[src/rtl/axi_decerr_responder.sv]
// axi_decerr_responder: terminating AXI4 subordinate that answers every request
// with DECERR so no initiator hangs behind an isolated or unmapped port.
// One write and one read transaction are tracked independently.
// Optional build macro: AXI_DECERR_RESPONDER_ATOP_EN. When defined, an atomic
// with a read response (aw_atop_i[5]) also receives aw_len_i+1 R beats.
//
// state  | meaning
// W_IDLE | waiting for AW (held off while an atop read is pending)
// W_DATA | draining W beats until w_last
// W_RESP | presenting B until accepted
// R_IDLE | waiting for AR (pending atop served first)
// R_DATA | streaming R beats, cnt_q beats remain after the current one
module axi_decerr_responder #(
  parameter int unsigned IdWidth   = 4,
  parameter int unsigned DataWidth = 64,
  parameter logic [63:0] RespData  = 64'hBADCAB1E
) (
  input  logic                 clk_i,
  input  logic                 rst_i,
  input  logic [IdWidth-1:0]   aw_id_i,
  input  logic [7:0]           aw_len_i,
  input  logic [5:0]           aw_atop_i,
  input  logic                 aw_valid_i,
  output logic                 aw_ready_o,
  input  logic                 w_last_i,
  input  logic                 w_valid_i,
  output logic                 w_ready_o,
  output logic [IdWidth-1:0]   b_id_o,
  output logic [1:0]           b_resp_o,
  output logic                 b_valid_o,
  input  logic                 b_ready_i,
  input  logic [IdWidth-1:0]   ar_id_i,
  input  logic [7:0]           ar_len_i,
  input  logic                 ar_valid_i,
  output logic                 ar_ready_o,
  output logic [IdWidth-1:0]   r_id_o,
  output logic [DataWidth-1:0] r_data_o,
  output logic [1:0]           r_resp_o,
  output logic                 r_last_o,
  output logic                 r_valid_o,
  input  logic                 r_ready_i
);

  typedef enum logic [1:0] {W_IDLE, W_DATA, W_RESP} w_state_e;
  typedef enum logic       {R_IDLE, R_DATA}         r_state_e;

  w_state_e           w_state_q, w_state_d;
  r_state_e           r_state_q, r_state_d;
  logic [IdWidth-1:0] b_id_q, r_id_q;
  logic [7:0]         cnt_q;
  logic               load_atop;
  logic               atop_pending;
  logic [IdWidth-1:0] atop_id;
  logic [7:0]         atop_len;

`ifdef AXI_DECERR_RESPONDER_ATOP_EN
  logic               atop_vld_q;
  logic [IdWidth-1:0] atop_id_q;
  logic [7:0]         atop_len_q;

  // One-entry holding register for an atomic that still owes a read burst
  always_ff @(posedge clk_i or posedge rst_i) begin
    if (rst_i) begin
      atop_vld_q <= 1'b0;
      atop_id_q  <= '0;
      atop_len_q <= '0;
    end else if (load_atop) begin
      atop_vld_q <= 1'b0;
    end else if (aw_ready_o && aw_valid_i && aw_atop_i[5]) begin
      atop_vld_q <= 1'b1;
      atop_id_q  <= aw_id_i;
      atop_len_q <= aw_len_i;
    end
  end

  assign atop_pending = atop_vld_q;
  assign atop_id      = atop_id_q;
  assign atop_len     = atop_len_q;
`else
  // Atomics get only a B; their length and opcode carry no meaning here.
  logic unused_atop;
  assign unused_atop  = ^{aw_len_i, aw_atop_i};
  assign atop_pending = 1'b0;
  assign atop_id      = '0;
  assign atop_len     = '0;
`endif

  // State registers for both channels
  always_ff @(posedge clk_i or posedge rst_i) begin
    if (rst_i) begin
      w_state_q <= W_IDLE;
      r_state_q <= R_IDLE;
    end else begin
      w_state_q <= w_state_d;
      r_state_q <= r_state_d;
    end
  end

  // Write FSM: accept AW, drain W to w_last, present B
  always_comb begin
    w_state_d  = w_state_q;
    aw_ready_o = 1'b0;
    w_ready_o  = 1'b0;
    b_valid_o  = 1'b0;
    case (w_state_q)
      W_IDLE: begin
        aw_ready_o = !atop_pending;
        if (aw_valid_i && !atop_pending) w_state_d = W_DATA;
      end
      W_DATA: begin
        w_ready_o = 1'b1;
        if (w_valid_i && w_last_i) w_state_d = W_RESP;
      end
      W_RESP: begin
        b_valid_o = 1'b1;
        if (b_ready_i) w_state_d = W_IDLE;
      end
      default: w_state_d = W_IDLE;
    endcase
    if (rst_i) begin
      aw_ready_o = 1'b0;
      w_ready_o  = 1'b0;
      b_valid_o  = 1'b0;
    end
  end

  // Read FSM: pending atop has priority over a new AR, then stream beats
  always_comb begin
    r_state_d  = r_state_q;
    ar_ready_o = 1'b0;
    r_valid_o  = 1'b0;
    load_atop  = 1'b0;
    case (r_state_q)
      R_IDLE: begin
        if (atop_pending) begin
          load_atop = 1'b1;
          r_state_d = R_DATA;
        end else begin
          ar_ready_o = 1'b1;
          if (ar_valid_i) r_state_d = R_DATA;
        end
      end
      R_DATA: begin
        r_valid_o = 1'b1;
        if (r_ready_i && (cnt_q == 8'd0)) r_state_d = R_IDLE;
      end
      default: r_state_d = R_IDLE;
    endcase
    if (rst_i) begin
      ar_ready_o = 1'b0;
      r_valid_o  = 1'b0;
      load_atop  = 1'b0;
    end
  end

  // Latched IDs and the remaining-beat down-counter (stops at zero, never wraps)
  always_ff @(posedge clk_i or posedge rst_i) begin
    if (rst_i) begin
      b_id_q <= '0;
      r_id_q <= '0;
      cnt_q  <= '0;
    end else begin
      if (aw_ready_o && aw_valid_i) b_id_q <= aw_id_i;
      if (load_atop) begin
        r_id_q <= atop_id;
        cnt_q  <= atop_len;
      end else if (ar_ready_o && ar_valid_i) begin
        r_id_q <= ar_id_i;
        cnt_q  <= ar_len_i;
      end else if (r_valid_o && r_ready_i && (cnt_q != 8'd0)) begin
        cnt_q <= cnt_q - 8'd1;
      end
    end
  end

  assign b_id_o   = b_id_q;
  assign b_resp_o = 2'b11;
  assign r_id_o   = r_id_q;
  assign r_data_o = DataWidth'(RespData);
  assign r_resp_o = 2'b11;
  assign r_last_o = (r_state_q == R_DATA) && (cnt_q == 8'd0);

endmodule
[config.mk]
export PLATFORM = sky130hd
export DESIGN_NAME = axi_decerr_responder
export DESIGN_NICKNAME = d
export VERILOG_FILES = /design/src/rtl/axi_decerr_responder.sv
export SDC_FILE = /design/constraint.sdc
export NUM_CORES = 1
export LEC_CHECK = 0
export BUFFER_PORTS_ARGS = -buffer_cell sky130_fd_sc_hd__buf_2
export CAP_MARGIN = 5
export CORE_MARGIN = 4
export CORE_UTILIZATION = 35
export CTS_BUF_LIST = sky130_fd_sc_hd__clkbuf_4
export DETAILED_ROUTE_END_ITERATION = 8
export GPL_ROUTABILITY_DRIVEN = 0
export GPL_TIMING_DRIVEN = 0
export PLACE_DENSITY_LB_ADDON = 0.12
export SLEW_MARGIN = 0
export SYNTH_ARGS = -nofsm -noshare
export SYNTH_HDL_FRONTEND = slang
export SYNTH_SLANG_ARGS = --single-unit
export TNS_END_PERCENT = 20
[constraint.sdc]
create_clock -name clk_i -period 4.38 [get_ports clk_i]
set_input_delay 0.876 -clock clk_i [delete_from_list [all_inputs] [get_ports clk_i]]
set_output_delay 0.876 -clock clk_i [all_outputs]
set_load 0.01 [all_outputs]
==> results of run 1 <==
-- routing by layer --
metal	GRT usage [%]	up-vias	share of wire (%)
met2	20.3	53	49
li1	-	638	-
met4	3.62	0	0.47
met1	13.5	483	41
met3	2.19	2	9.8
met5	0	-	0
-- critical path, delay by kind of cell, from the launching register on --
kind / cells / cell delay, ns
fa+ha+maj: 1 / 0.17
buf+inv: 2 / 0.25
flops: 1 / 0.43
simple gates: 3 / 0.76
-- final timing paths --
check / startpoint / to / slack, ns / cells past startpoint
setup / recovery: cnt_q[0] / r_last_o / 1.60 / 6
hold / removal: r_id_o[2] / r_id_o[2] / 0.48 / 2
setup reg to reg: cnt_q[0] / cnt_q[3] / 2.49 / 7
hold reg to reg: r_id_o[2] / r_id_o[2] / 0.48 / 2
max in group asynchronous: rst_i / r_id_o[0] / 3.16 / 2
min in group asynchronous: rst_i / r_state_q / 0.75 / 2
-- power groups by stage --
stage	sequential, µW	combinational (µW)	clock [µW]
after floorplan	317	214	0
after global placement	309	308	0
after detailed placement	311	310	0
after CTS	308	310	101
after global routing	322	350	108
final	307	309	94.7
-- cell usage in the layout, fill, tap and decap left out, types with 2 or more instances in the layout --
cell type,netlist,layout
a21oi_1,3,3
and2_1,2,2
buf_2,0,37
buf_4,68,68
clkbuf_1,2,2
clkbuf_4,0,4
conb_1,2,68
dfrtp_1,19,19
ha_1,2,2
inv_1,4,4
mux2_2,4,4
mux2i_1,2,2
nand2_1,20,20
nand3_1,4,4
nand3b_1,2,2
nor2_1,8,8
nor3_1,3,3
nor3b_1,2,2
o21ai_0,4,4
o22ai_1,2,2
xor2_1,2,2
-- area by class of cell --
type / count / area, µm² / area share [%]
Multi-Input combinational cell: 144 / 732 / 36.1
Buffer: 71 / 529 / 26.1
Sequential cell: 19 / 475 / 23.4
Timing Repair Buffer: 37 / 185 / 9.12
Tap cell: 50 / 62.6 / 3.08
Clock buffer: 4 / 30.0 / 1.48
Inverter: 4 / 15.0 / 0.740
-- stage by stage --
| stage | total power (µW) | hold slack (ns) |
|---|---|---|
| after floorplan | 532 | 0.467 |
| after global placement | 617 | 0.455 |
| after detailed placement | 621 | 0.462 |
| after CTS | 718 | 0.489 |
| after global routing | 780 | 0.514 |
| final | 711 | 0.483 |
-- cells in the mapped netlist, drive strengths merged --
master / n / area, µm²
or4: 2 / 20.0
nor3: 3 / 15.0
xor2: 2 / 17.5
o22ai: 2 / 12.5
nor2b: 1 / 6.26
o311ai: 1 / 8.76
inv: 4 / 15.0
a21o: 1 / 8.76
nor3b: 2 / 15.0
or3b: 1 / 8.76
and4b: 1 / 10.0
and2: 3 / 18.8
nand2: 20 / 75.1
a311oi: 1 / 8.76
o211ai: 1 / 7.51
nor2: 8 / 30.0
o21ai: 4 / 20.0
ha: 2 / 25.0
a31oi: 1 / 6.26
clkbuf: 2 / 7.51
o21bai: 1 / 18.8
a2bb2oi: 1 / 8.76
buf: 69 / 522
a21oi: 3 / 15.0
nand3: 4 / 20.0
dfrtp: 19 / 475
nand2b: 1 / 6.26
conb: 2 / 7.51
nand3b: 2 / 15.0
mux2i: 2 / 20.0
or3: 2 / 13.8
mux2: 4 / 45.0
-- kinds of logic after synthesis --
group | after synthesis | share of synthesized area, %
buf+inv | 75 | 36.2
compound gates | 16 | 7.65
flops | 19 | 31.6
xor+xnor | 2 | 1.16
other cells | 2 | 0.499
fa+ha+maj | 2 | 1.66
mux | 6 | 4.33
simple gates | 50 | 16.9
-- flip-flops by register name (all words and copies together), names as in the netlist --
name	cells
cnt_q	8
b_id_o	4
r_id_o	4
w_state_q	2
r_state_q	1
==> results_dict.tcl, run 1 <==
set metrics [dict create \
    cts_sinks 19 \
    p_sw_uw 263 \
    fin_crit_sh_pct 63.4 \
    irDropWorstVdd_uv 146 \
    dp.cells 325 \
    crit_required_ns 3.50 \
    fmax_mhz 360 \
    wire_per_inst_um 9.03 \
    start_util_pct 36.8 \
    fin_skew_ns 0.00808 \
    drt-initial-drc-count 22 \
    rsz0062_at_grt "false" \
    dpl.hpwl_um 2530 \
    cpMaxStageDelayCell "or3b_2" \
    numPortBuffers 37 \
    maxCapViolCount 0 \
    setup_viol 0 \
    syn_to_final_growth_pct 34.9 \
    clkTransAtPathRegs_ns 0.10 \
    fin_crit_ns 2.78 \
    n_antenna_cell 0 \
    pre_cts_ws_ns 1.93 \
    slowest_delay_ns 0.52 \
    die_h_um 73.6 \
    cts_resized 0 \
    cp_cell_sequence "inv_1 > ha_1 > or3b_2 > nor2_1 > and2_1 > buf_2" \
    hold_viol 0 \
    netlist_area_mm2 0.00150 \
    synth_cells 172 \
    cts_tree "yes" \
    synth_seq_cells 19 \
    seq_area_frac_synth_pct 31.6 \
    path_class "flip-flop to primary output" \
    slew_headroom_pct 50.8 \
    synth.distinct_cells 36 \
    drive_above_1_share_pct 43.0 \
    die-area_mm2 0.00541 \
    tightest_slew_ns 0.737 \
    antenna_found_initial 0 \
    holdBufCountCts 0 \
    power_density_mw_per_mm2 350 \
    tns_ns 0 \
    nNetsFinal 320 \
    end_kind "primary output" \
    core_mm2 0.00409 \
    clockPowerShare_pct 13.3 \
    run_status "finished, final reports clean" \
    drc_errors 0 \
    routed_wl_um 2970 \
    place_area_mm2 0.00200 \
    fill_cells 406 \
    cp.arrival_ns 1.90 \
    slew_viol_final 0 \
    clockBufferDepth 2 \
    fin_area_mm2 0.00203 \
    utilization_pct 49.7 \
    comb_power_share_pct 43.4 \
    cts_max_level 1 \
    fp.dieW_um 73.6 \
    leakage_uw 0.00117 \
    avgSynthCellArea_um2 8.74 \
    final_cells 329 \
    grt_max_degree 20 \
    rows 23 \
    yosysWarnings 0 \
    cts_setup_buffers 0 \
    cts-root-buf "clkbuf_4" \
    io_pins 120 \
    clkLatencyLatePin_ns 0.29 \
    cp_max_fo 5 \
    min_path_type "flip-flop to flip-flop" \
    via_per_inst 3.57 \
    grt-ovfl-total 0 \
    p_sw_share_pct 37.0 \
    grt_pass1_vias 1143 \
    vias 1176 \
    intPower_uw 447 \
    grt_pass1_wl_um 4860 \
    track_usage_pct 11.3 \
    layout_setup_ws_ns 1.60 \
    seqPwrFrac_pct 43.2 \
    drtAntennaViolNets 0 \
    numCtsBuffers 3 \
    crit_path_start_kind "flip-flop" \
    drt_first_pass_iters 4 \
]
Note: power is estimated with default switching activity, not from simulation.
==> inputs of run 2 (changes only) <==
clock period = 2.5 ns   (was 4.38 ns; I/O delays follow)
==> run 2 against run 1 <==
Against the previous run:
- clock skew about the same
- count of clock-buffer cells in the layout unchanged
- total power up 76%
- utilization up 0.061 points
- hold slack worse by 0.12 ns
- via count about the same
- first-iteration DRC count down 23%
- clock power up 75%
- sequential power up 76%
- critical endpoint unchanged
- largest cell class unchanged
==> results_dict.tcl, run 2 (synthesis results as in run 1) <==
set metrics [dict create \
    drc_errors 0 \
    fin_skew_ns 0.00810 \
    comb_power_share_pct 43.6 \
    end_kind "primary output" \
    dp.cells 325 \
    run_status "finished, final reports clean" \
    fmax_mhz 438 \
    cts-root-buf "clkbuf_4" \
    irDropWorstVdd_uv 257 \
    wire_per_inst_um 8.99 \
    clockBufferDepth 2 \
    cts_tree "yes" \
    path_class "flip-flop to primary output" \
    clkLatencyLatePin_ns 0.29 \
    clkTransAtPathRegs_ns 0.11 \
    setup_viol 0 \
    die-area_mm2 0.00541 \
    n_antenna_cell 0 \
    numCtsBuffers 3 \
    via_per_inst 3.57 \
    layout_common_cells "buf_4 (68), conb_1 (68), buf_2 (37)" \
    numPortBuffers 37 \
    grt_pass1_wl_um 4860 \
    io_pins 120 \
    cts_max_level 1 \
    top_register "cnt_q" \
    p_total_uw 1250 \
    p_sw_share_pct 36.9 \
    tightest_slew_ns 0.742 \
    min_path_type "input port to flip-flop" \
    maxCapViolCount 0 \
    drtAntennaViolNets 0 \
    track_usage_pct 11.3 \
    start_util_pct 36.8 \
    tns_ns 0 \
    fill_cells 405 \
    cpMaxStageDelayCell "dfrtp_1" \
    seqPwrFrac_pct 43.1 \
    cts_setup_buffers 0 \
    core_mm2 0.00409 \
    nNetsFinal 320 \
    crit_path_start_kind "flip-flop" \
    rsz0062_at_grt "false" \
    cts_resized 0 \
    grt_max_degree 20 \
    intPower_uw 789 \
    holdBufCountCts 0 \
    rows 23 \
    slew_headroom_pct 50.5 \
    hold_viol 0 \
    drive_above_1_share_pct 43.0 \
    antenna_found_initial 0 \
    cp.arrival_ns 1.79 \
    leakage_uw 0.00117 \
    die_h_um 73.6 \
    slowest_delay_ns 0.43 \
    final_cells 329 \
    drt_first_pass_iters 4 \
    cp_cell_sequence "inv_1 > ha_1 > or3b_4 > nor2_1 > and2_1 > buf_2" \
    fin_crit_ns 2.29 \
    hold_depth 2 \
    fp.dieW_um 73.6 \
    vias 1175 \
    drt-initial-drc-count 17 \
    grt-ovfl-total 0 \
    clockPowerShare_pct 13.2 \
    power_density_mw_per_mm2 615 \
    cp_max_fo 5 \
    routed_wl_um 2960 \
    largest_reg_flops 8 \
    slew_viol_final 0 \
    syn_to_final_growth_pct 35.1 \
    cts_sinks 19 \
    p_sw_uw 461 \
    fin_crit_sh_pct 91.4 \
    crit_required_ns 2.00 \
    dpl.hpwl_um 2530 \
    place_area_mm2 0.00200 \
    reg2regPathDepth 7 \
    fin_area_mm2 0.00203 \
    grt_pass1_vias 1143 \
]
-- run 2: cell counts in the layout (fill, tap and decap cells not counted) --
No cell type changed its count.
-- run 2: final timing paths --
kind	from	to	slack [ns]
worst max-delay path	cnt_q[0]	r_last_o	0.21
worst min-delay path	b_ready_i	w_state_q[1]	0.36
worst max register to register	cnt_q[0]	cnt_q[4]	0.64
worst min register to register	r_id_o[2]	r_id_o[2]	0.48
max in group asynchronous	rst_i	r_id_o[0]	1.65
min in group asynchronous	rst_i	r_state_q	0.38
-- run 2: critical path, delay by kind of cell, from the launching register on --
kind | cells | cell delay (ns)
DFF | 1 | 0.43
adders and majority gates | 1 | 0.17
and+or+nand+nor | 3 | 0.64
buffers and inverters | 2 | 0.25
-- run 2: final cells by class --
class	instances	area [µm²]	share of cell area, %
tap	50	62.6	3.08
timing repair buffer	37	185	9.11
clock buffer	4	30.0	1.48
inverter	4	15.0	0.739
sequential	19	475	23.4
multi-input combinational	144	734	36.1
buffer	71	529	26.0
-- run 2: per-stage QoR --
step	hold slack (ns)	utilization (%)	worst slack (ns)
floorplan	0.451	-	0.597
global placement	0.455	48.9	0.436
detailed placement	0.462	48.9	0.423
CTS	0.344	49.7	0.0839
global route	0.352	49.7	0.0998
finish	0.358	49.7	0.214
-- run 2: power groups by stage --
stage	clock network [µW]	logic (µW)	registers, µW
2_1_floorplan	0	376	556
3_3_place_gp	0	540	542
3_5_place_dp	0	544	545
4_1_cts	177	543	539
5_1_grt	189	618	564
6_report	166	546	539
-- run 2: per-layer routing --
layer	global-route usage, %	wire, µm	vias up
li1	-	-	638
met1	13.5	1210	482
met2	20.3	1440	53
met3	2.19	290	2
met4	3.62	14	0
met5	0	0	-
